`src/rtl/arm_multicycle_controller.sv`:
```
`default_nettype none
// ============================================================================
// Module      : arm_multicycle_controller
// Description : Multicycle ARM control unit: state sequencer, ALU decoder,
//               NZCV flag register and condition-gated write enables.
// Revision    : 1.0 - initial release
// ============================================================================
module arm_multicycle_controller (
    input  logic       clk,
    input  logic       rst_n,
    input  logic [3:0] Cond,
    input  logic [1:0] Op,
    input  logic [5:0] Funct,
    input  logic [3:0] Rd,
    input  logic [3:0] ALUFlags,
    output logic       PCWrite,
    output logic       MemWrite,
    output logic       RegWrite,
    output logic       IRWrite,
    output logic       AdrSrc,
    output logic       ALUSrcA,
    output logic [1:0] ALUSrcB,
    output logic [1:0] ResultSrc,
    output logic [1:0] ImmSrc,
    output logic [1:0] RegSrc,
    output logic [1:0] ALUControl
);

    typedef enum logic [3:0] {
        S_FETCH  = 4'd0,
        S_DECODE = 4'd1,
        S_MEMADR = 4'd2,
        S_MEMRD  = 4'd3,
        S_MEMWB  = 4'd4,
        S_MEMWR  = 4'd5,
        S_EXECR  = 4'd6,
        S_EXECI  = 4'd7,
        S_ALUWB  = 4'd8,
        S_BRANCH = 4'd9
    } state_t;

    localparam logic [1:0] c_OP_DP  = 2'b00;
    localparam logic [1:0] c_OP_MEM = 2'b01;
    localparam logic [1:0] c_OP_BR  = 2'b10;

    state_t     r_state;
    logic [3:0] r_flags;
    logic       r_cond_ex;

    logic       w_cond_ex;
    logic       w_alu_op;
    logic       w_regw;
    logic       w_memw;
    logic       w_branch;
    logic       w_pcs;
    logic       w_rd_pc;
    logic [1:0] w_alu_ctrl;
    logic [1:0] w_flagw;
    logic       w_nowrite;

    logic w_n, w_z, w_c, w_v;
    assign {w_n, w_z, w_c, w_v} = r_flags;

    // Condition evaluated against the stored flags, captured at end of DECODE.
    always_comb begin
        w_cond_ex = 1'b0;
        case (Cond)
            4'b0000: w_cond_ex = w_z;
            4'b0001: w_cond_ex = ~w_z;
            4'b0010: w_cond_ex = w_c;
            4'b0011: w_cond_ex = ~w_c;
            4'b0100: w_cond_ex = w_n;
            4'b0101: w_cond_ex = ~w_n;
            4'b0110: w_cond_ex = w_v;
            4'b0111: w_cond_ex = ~w_v;
            4'b1000: w_cond_ex = w_c & ~w_z;
            4'b1001: w_cond_ex = ~w_c | w_z;
            4'b1010: w_cond_ex = (w_n == w_v);
            4'b1011: w_cond_ex = (w_n != w_v);
            4'b1100: w_cond_ex = ~w_z & (w_n == w_v);
            4'b1101: w_cond_ex = w_z | (w_n != w_v);
            4'b1110: w_cond_ex = 1'b1;
            default: w_cond_ex = 1'b0;
        endcase
    end

    assign w_alu_op = (r_state == S_EXECR) || (r_state == S_EXECI);
    assign w_regw   = (r_state == S_MEMWB) || (r_state == S_ALUWB);
    assign w_memw   = (r_state == S_MEMWR);
    assign w_branch = (r_state == S_BRANCH);
    assign w_rd_pc  = (Rd == 4'hF);
    assign w_pcs    = (w_regw & w_rd_pc) | w_branch;

    // Unsupported commands fall through as no-write, no-flag operations.
    always_comb begin
        w_alu_ctrl = 2'b00;
        w_flagw    = 2'b00;
        w_nowrite  = 1'b0;
        if (w_alu_op) begin
            case (Funct[4:1])
                4'b0100: begin
                    w_alu_ctrl = 2'b00;
                    w_flagw    = {2{Funct[0]}};
                end
                4'b0010: begin
                    w_alu_ctrl = 2'b01;
                    w_flagw    = {2{Funct[0]}};
                end
                4'b0000: begin
                    w_alu_ctrl = 2'b10;
                    w_flagw    = {Funct[0], 1'b0};
                end
                4'b1100: begin
                    w_alu_ctrl = 2'b11;
                    w_flagw    = {Funct[0], 1'b0};
                end
                4'b1010: begin
                    w_alu_ctrl = 2'b01;
                    w_flagw    = 2'b11;
                    w_nowrite  = 1'b1;
                end
                default: begin
                    w_alu_ctrl = 2'b00;
                    w_flagw    = 2'b00;
                    w_nowrite  = 1'b1;
                end
            endcase
        end
    end

    always_ff @(posedge clk or negedge rst_n) begin
        if (!rst_n) begin
            r_state   <= S_FETCH;
            r_flags   <= 4'b0000;
            r_cond_ex <= 1'b0;
        end else begin
            case (r_state)
                S_FETCH:  r_state <= S_DECODE;
                S_DECODE: begin
                    case (Op)
                        c_OP_MEM: r_state <= S_MEMADR;
                        c_OP_DP:  r_state <= Funct[5] ? S_EXECI : S_EXECR;
                        c_OP_BR:  r_state <= S_BRANCH;
                        default:  r_state <= S_FETCH;
                    endcase
                end
                S_MEMADR: r_state <= Funct[0] ? S_MEMRD : S_MEMWR;
                S_MEMRD:  r_state <= S_MEMWB;
                S_MEMWB:  r_state <= S_FETCH;
                S_MEMWR:  r_state <= S_FETCH;
                S_EXECR,
                S_EXECI:  r_state <= w_nowrite ? S_FETCH : S_ALUWB;
                S_ALUWB:  r_state <= S_FETCH;
                S_BRANCH: r_state <= S_FETCH;
                default:  r_state <= S_FETCH;
            endcase

            if (r_state == S_DECODE) begin
                r_cond_ex <= w_cond_ex;
            end

            if (w_alu_op && r_cond_ex) begin
                if (w_flagw[1]) begin
                    r_flags[3:2] <= ALUFlags[3:2];
                end
                if (w_flagw[0]) begin
                    r_flags[1:0] <= ALUFlags[1:0];
                end
            end
        end
    end

    // Write enables are held low for the whole time reset is asserted.
    always_comb begin
        PCWrite    = rst_n & ((r_state == S_FETCH) | (w_pcs & r_cond_ex));
        RegWrite   = rst_n & w_regw & r_cond_ex & ~w_rd_pc;
        MemWrite   = rst_n & w_memw & r_cond_ex;
        IRWrite    = rst_n & (r_state == S_FETCH);
        AdrSrc     = 1'b0;
        ALUSrcA    = 1'b0;
        ALUSrcB    = 2'b00;
        ResultSrc  = 2'b00;
        ALUControl = w_alu_ctrl;
        ImmSrc     = Op;
        RegSrc     = {Op == c_OP_MEM, Op == c_OP_BR};
        case (r_state)
            S_FETCH,
            S_DECODE: begin
                ALUSrcA   = 1'b1;
                ALUSrcB   = 2'b10;
                ResultSrc = 2'b10;
            end
            S_MEMADR: ALUSrcB   = 2'b01;
            S_MEMRD:  AdrSrc    = 1'b1;
            S_MEMWB:  ResultSrc = 2'b01;
            S_MEMWR:  AdrSrc    = 1'b1;
            S_EXECI:  ALUSrcB   = 2'b01;
            S_BRANCH: begin
                ALUSrcB   = 2'b01;
                ResultSrc = 2'b10;
            end
            default: begin
                AdrSrc    = 1'b0;
                ResultSrc = 2'b00;
            end
        endcase
    end

endmodule
`default_nettype wire

```
`config.mk`:
```
export PLATFORM = sky130hd
export DESIGN_NAME = arm_multicycle_controller
export DESIGN_NICKNAME = d
export VERILOG_FILES = /design/src/rtl/arm_multicycle_controller.sv
export SDC_FILE = /design/constraint.sdc
export NUM_CORES = 1
export LEC_CHECK = 0
export CORE_ASPECT_RATIO = 1.5
export CORE_UTILIZATION = 41
export DETAILED_ROUTE_END_ITERATION = 6
export PLACE_DENSITY = 0.78
export SETUP_SLACK_MARGIN = 0.02
export SLEW_MARGIN = 20
export SYNTH_ARGS = -nofsm -noshare
export SYNTH_HDL_FRONTEND = slang
export SYNTH_SLANG_ARGS = --single-unit
export TNS_END_PERCENT = 30
```
`constraint.sdc`:
```
create_clock -name clk -period 2.09 [get_ports clk]
set_clock_uncertainty 0.05 [all_clocks]
set_input_delay 0.418 -clock clk [delete_from_list [all_inputs] [get_ports clk]]
set_output_delay 0.418 -clock clk [all_outputs]
set_load 0.005 [all_outputs]
```
* After elaboration in Yosys (flattened, before gate mapping)
Index checks and enable logic that the tools add are counted.
** Cells by class
- Bitwise logic cells :: 20
- Reduce and logical (&&, ||, !) cells :: 18
- Equality and inequality tests :: 32
- Multiplexer cells :: 16
** Operator list (number)
- == test 4 bit, second input constant :: 12
- == test 4 x 3 -> 1 bit, second input constant :: 9
- == test 4 x 2 -> 1 bit, second input constant :: 5
- one-hot mux 4 bit (5 select lines) :: 1
- one-hot mux 1 bit (15 select lines) :: 1
- logical NOT 4 bit :: 3
- one-hot mux 2 bit (3 select lines) :: 2
- one-hot mux 4 bit (3 select lines) :: 1
- OR reduction 2 bit :: 6
- bitwise AND 1 bit :: 11
- == test 4 x 1 -> 1 bit, second input constant :: 2
- one-hot mux 2 bit (2 select lines) :: 2
- OR reduction 3 bit :: 2
- 2-to-1 mux 1 bit :: 5
- inverter 1 bit :: 5
- 2-to-1 mux 2 bit :: 2
- 2-to-1 mux 4 bit :: 1
- OR 1 bit :: 4
- AND reduction 2 bit :: 2
- OR reduction 4 bit :: 1
- 2-to-1 mux 3 bit :: 1
- == test 2 x 1 -> 1 bit, second input constant :: 1
- == test 2 bit, second input constant :: 1
- logical NOT 2 bit :: 1
- 4 further kinds :: 5
** Storage, ports and cells
- Register bits :: 9
- Output and inout bits :: 16
- Logic and storage cells :: 90

* Longest topological paths before layout
- Word-level depth :: 7
- Gate-level depth with buffers :: 5
- Gate-level depth less buffers :: 4

* Worst setup path before layout
No wires, ideal clock.
- Kind :: register to output
- From :: register r_state[1]
- To :: output port ALUControl[1]
- Stages on the path, launching flop included :: 5
- Data required time :: 1.622 ns
- Slack :: 0.462 ns
- Arrival :: 1.160 ns
- Cells stage by stage :: dfrtp_1 > buf_2 > inv_1 > or3_1 > nor3_1
** Between the ends
- Word-level cells in the longest chain between the ends :: 3
- Elaborated cells on any way between the ends :: 4
** Ends and longest elaborated chain
- start: declaration :: RTL line 46 : state_t r_state;
- start signal: assignment :: RTL line 142 : c_OP_DP: r_state <= Funct[5] ? S_EXECI : S_EXECR;
- start signal: assignment :: RTL line 147 : S_MEMADR: r_state <= Funct[0] ? S_MEMRD : S_MEMWR;
- start signal: assignment :: RTL line 152 : S_EXECI: r_state <= w_nowrite ? S_FETCH : S_ALUWB;
- == test 4 x 3 -> 1 bit :: RTL line 87 : assign w_alu_op = (r_state == S_EXECR) || (r_state == S_EXECI);
- logical OR 1 bit * :: RTL line 87
- 2-to-1 mux 2 bit * :: RTL line 99 : if (w_alu_op) begin
- end: declaration :: RTL line 26 : output logic [1:0] ALUControl
Every way passes the cells marked *; elsewhere a longest branch is shown, timed or not.

* Final worst setup path
- From :: input port Funct[1]
- To :: output port ALUControl[0]
** Between the ends
- Word-level cells in the longest chain between the ends :: 4
- Elaborated cells on any way between the ends :: 7
** Ends and longest elaborated chain
- start: declaration :: RTL line 13 : input logic [5:0] Funct,
- == test 4 bit or == test 4 x 2 -> 1 bit (tied branches) :: RTL line 100 : case (Funct[4:1])
- OR reduction 2 bit (no source line)
- one-hot mux 2 bit (3 select lines) * :: RTL line 100
- 2-to-1 mux 2 bit * :: RTL line 99
Marked as above.

==> metrics.yaml <==
synthesis:
  synth_edf_count: 0
  synthArstFlopShare: 1.00
  yosys_warnings: 0
  mappedNetlistNets: 129
  synth.avg_cell_area_sq_um: 8.10
  ys_seq_area_frac: 0.260
  yosysUniqueCellTypes: 41
  yosys_register_bits: 9
  synthCells: 107
  synth-main-ff-cell: "dfrtp_1"
  syn_area_sq_um: 867
setup_path:
  setup.worst_path.end_class: "output port"
  reg2regPathDepth: 5
  rr_startpoint: "r_state[3]"
  r2r_setup_slack_ns: 0.28
  arrival_ns: 1.58
  start_kind: "primary input"
  path_cells: "clkdlybuf4s50_1, or3_4, a21oi_1, dlygate4sd2_1"
  cpPeakStageDelay_ns: 0.42
  r2r_end: "r_flags[2]"
  crit_slowest_cell: "clkdlybuf4s50_1"
  crit_fanout: 2
  crit_path_start: "Funct[1]"
  path_class: "primary input to output port"
  crit_required_ns: 1.62
pwr:
  powerDensity_nw_per_um2: 910
  peakVddDrop_v: 0.000654
  fin_total_pwr_mw: 1.27
  internal_power_mw: 0.755
  switchingPower_mw: 0.517
  p_seq_frac: 0.276
  combPwrFrac: 0.621
  power_frac_clock: 0.103
  p_leak_nw: 0.676
  p_sw_frac: 0.406
grt:
  grt_pass1_vias: 987
  grt_max_degree: 12
  grt_pass1_wl_um: 3890
  grt_antenna_before_repair: 0
  grt-ovfl-total: 0
  grt.total_usage: 0.232
routing:
  drt-initial-drc-count: 16
  drc_errors: 0
  antenna_left: 0
  routed_via_density: 5.69
  vias: 1025
  routedWlPerCell_um: 13.9
  wl_um: 2490
  firstDrtPassIters: 4
clock_network:
  cts-hold-fix-buffers: 0
  cts_sinks: 9
  clockBufferDepth: 2
  cts_buffers: 3
  cts_root_buffer: "clkbuf_4"
  worstSkewPairLatency_ns: 0.26
  cts_htree_levels: 1
  cts_tree: "done"
  clkSlewWorstSetupHoldPaths_ns: 0.06
cells_and_area:
  nets: 181
  diodes: 0
  area_delta_synth_final_pct: 61.2
  stdcell_count: 180
  fill_cells: 163
  ff_latch_area_sq_um: 226
  finish.utilization: 0.698
  drive_above_1_share: 0.241
  final_area_sq_um: 1400
  multi_input_area_sq_um: 621
timing:
  hold_ws_ns: 0.258
  slew_headroom: 0.725
  slew_violations: 0
  setup_viol: 0
  finalCriticalPeriod_ns: 2.04
  rsz0062_at_grt: "no"
  fmax_mhz: 489
  finalHoldViolations: 0
  worst_slew_pin_slew_ns: 0.408
  fin_crit_sh: 0.978
outcome:
  status: "finished, final reports clean"
floorplanning:
  start_util: 0.433
  ios: 38
  core_area_sq_um: 2000
  dieArea_sq_um: 2310
  die_y_um: 58.3
  rows: 20
  die_x_um: 39.6
placement:
  place_area_sq_um: 1350
  dpl.hpwl_um: 1990
  place_inst: 175
  gp_congestion: 0.800
  portBuffers: 37
min_path:
  hold_path.class: "primary input to async pin"
job:
  cap_violations: 0
cells by family after synthesis:
| group | count (synthesis) | synth area share |
|---|---|---|
| DFF | 9 | 0.260 |
| buffers and inverters | 11 | 0.0592 |
| xor gates and xnor gates | 5 | 0.0505 |
| and+or+nand+nor | 53 | 0.364 |
| muxes | 7 | 0.0866 |
| AOI/OAI and AO/OA | 22 | 0.180 |
worst max-delay path by stage:
stage,endpoint,cells after the start
2_1_floorplan,ALUControl[1],4
3_3_place_gp,ALUControl[1],4
3_5_place_dp,ALUControl[1],4
4_1_cts,MemWrite,4
5_1_grt,ALUControl[0],4
6_report,ALUControl[0],4
Yosys cell counts, drive strengths merged (2+ instances only):
master / count / area, sq um
a211oi: 2 / 15.0
a21oi: 6 / 30.0
a22oi: 2 / 15.0
and3b: 2 / 17.5
buf: 4 / 25.0
clkbuf: 4 / 15.0
dfrtp: 9 / 225
inv: 3 / 11.3
mux2: 4 / 45.0
mux2i: 3 / 30.0
nand2: 7 / 26.3
nand2b: 7 / 43.8
nand3: 2 / 10.0
nand3b: 2 / 15.0
nor2: 12 / 45.0
nor2b: 3 / 18.8
nor3: 5 / 25.0
nor3b: 3 / 22.5
nor4b: 2 / 23.8
o21ai: 2 / 10.0
o311ai: 2 / 17.5
xnor2: 2 / 17.5
xor2: 3 / 26.3
stage by stage:
stage	TNS (ns)	setup slack, ns
final	0	0.0462
after global routing	0	0.0230
after detailed placement	-1.35	-0.282
after floorplan	0	0.462
after CTS	-0.190	-0.121
after global placement	-1.04	-0.280
critical path: cells and delay by family:
family | cells | cell delay (ns)
simple gates | 1 | 0.38
buf+inv | 2 | 0.67
compound gates | 1 | 0.11
power by group through the flow:
stage	Combinational, mW	Clock [mW]	Sequential, mW
after global routing	0.864	0.147	0.362
after CTS	0.784	0.132	0.348
final	0.790	0.131	0.351
after global placement	0.810	0	0.343
after floorplan	0.452	0	0.310
after detailed placement	0.835	0	0.348
state kept, by name, summed over array words and instances, names as in the netlist:
register	count
r_state	4
r_cond_ex	1
r_flags	4
layout make-up:
cell class	count	share of cell area
repair buffers	55	0.347
clock buffers	4	0.0188
multi-input cells	87	0.444
inverters	3	0.00806
flip-flops and latches	9	0.162
well taps	22	0.0197
repair_timing:
item / in CTS / in global routing
pin swaps: 3 / 0
cloned: 0 / 0
buffers inserted: 1 / 0
setup endpoints to repair: 14 / 4
resized for setup: 26 / 8
layer usage:
layer / global-route usage / share of wire / vias to the layer above
met5: 0 / 0 / -
met4: 0.0394 / 0.012 / 0
met3: 0.0528 / 0.046 / 4
met2: 0.487 / 0.60 / 31
met1: 0.199 / 0.35 / 494
li1: - / - / 496
layout by cell type, fill, tap and decap left out, types with 3 or more instances in the layout:
master	instances
clkdlybuf4s50_1	18
buf_4	18
dlygate4sd2_1	14
nor2_1	11
dfrtp_1	8
nand2_1	7
nand2b_1	6
a21oi_1	6
mux2_2	4
inv_1	3
nor3_1	3
xor2_1	3
mux2i_1	3
nor3b_1	3
clkbuf_4	3
dlymetal6s2s_1	3
Note: power is estimated with default switching activity, not from simulation.
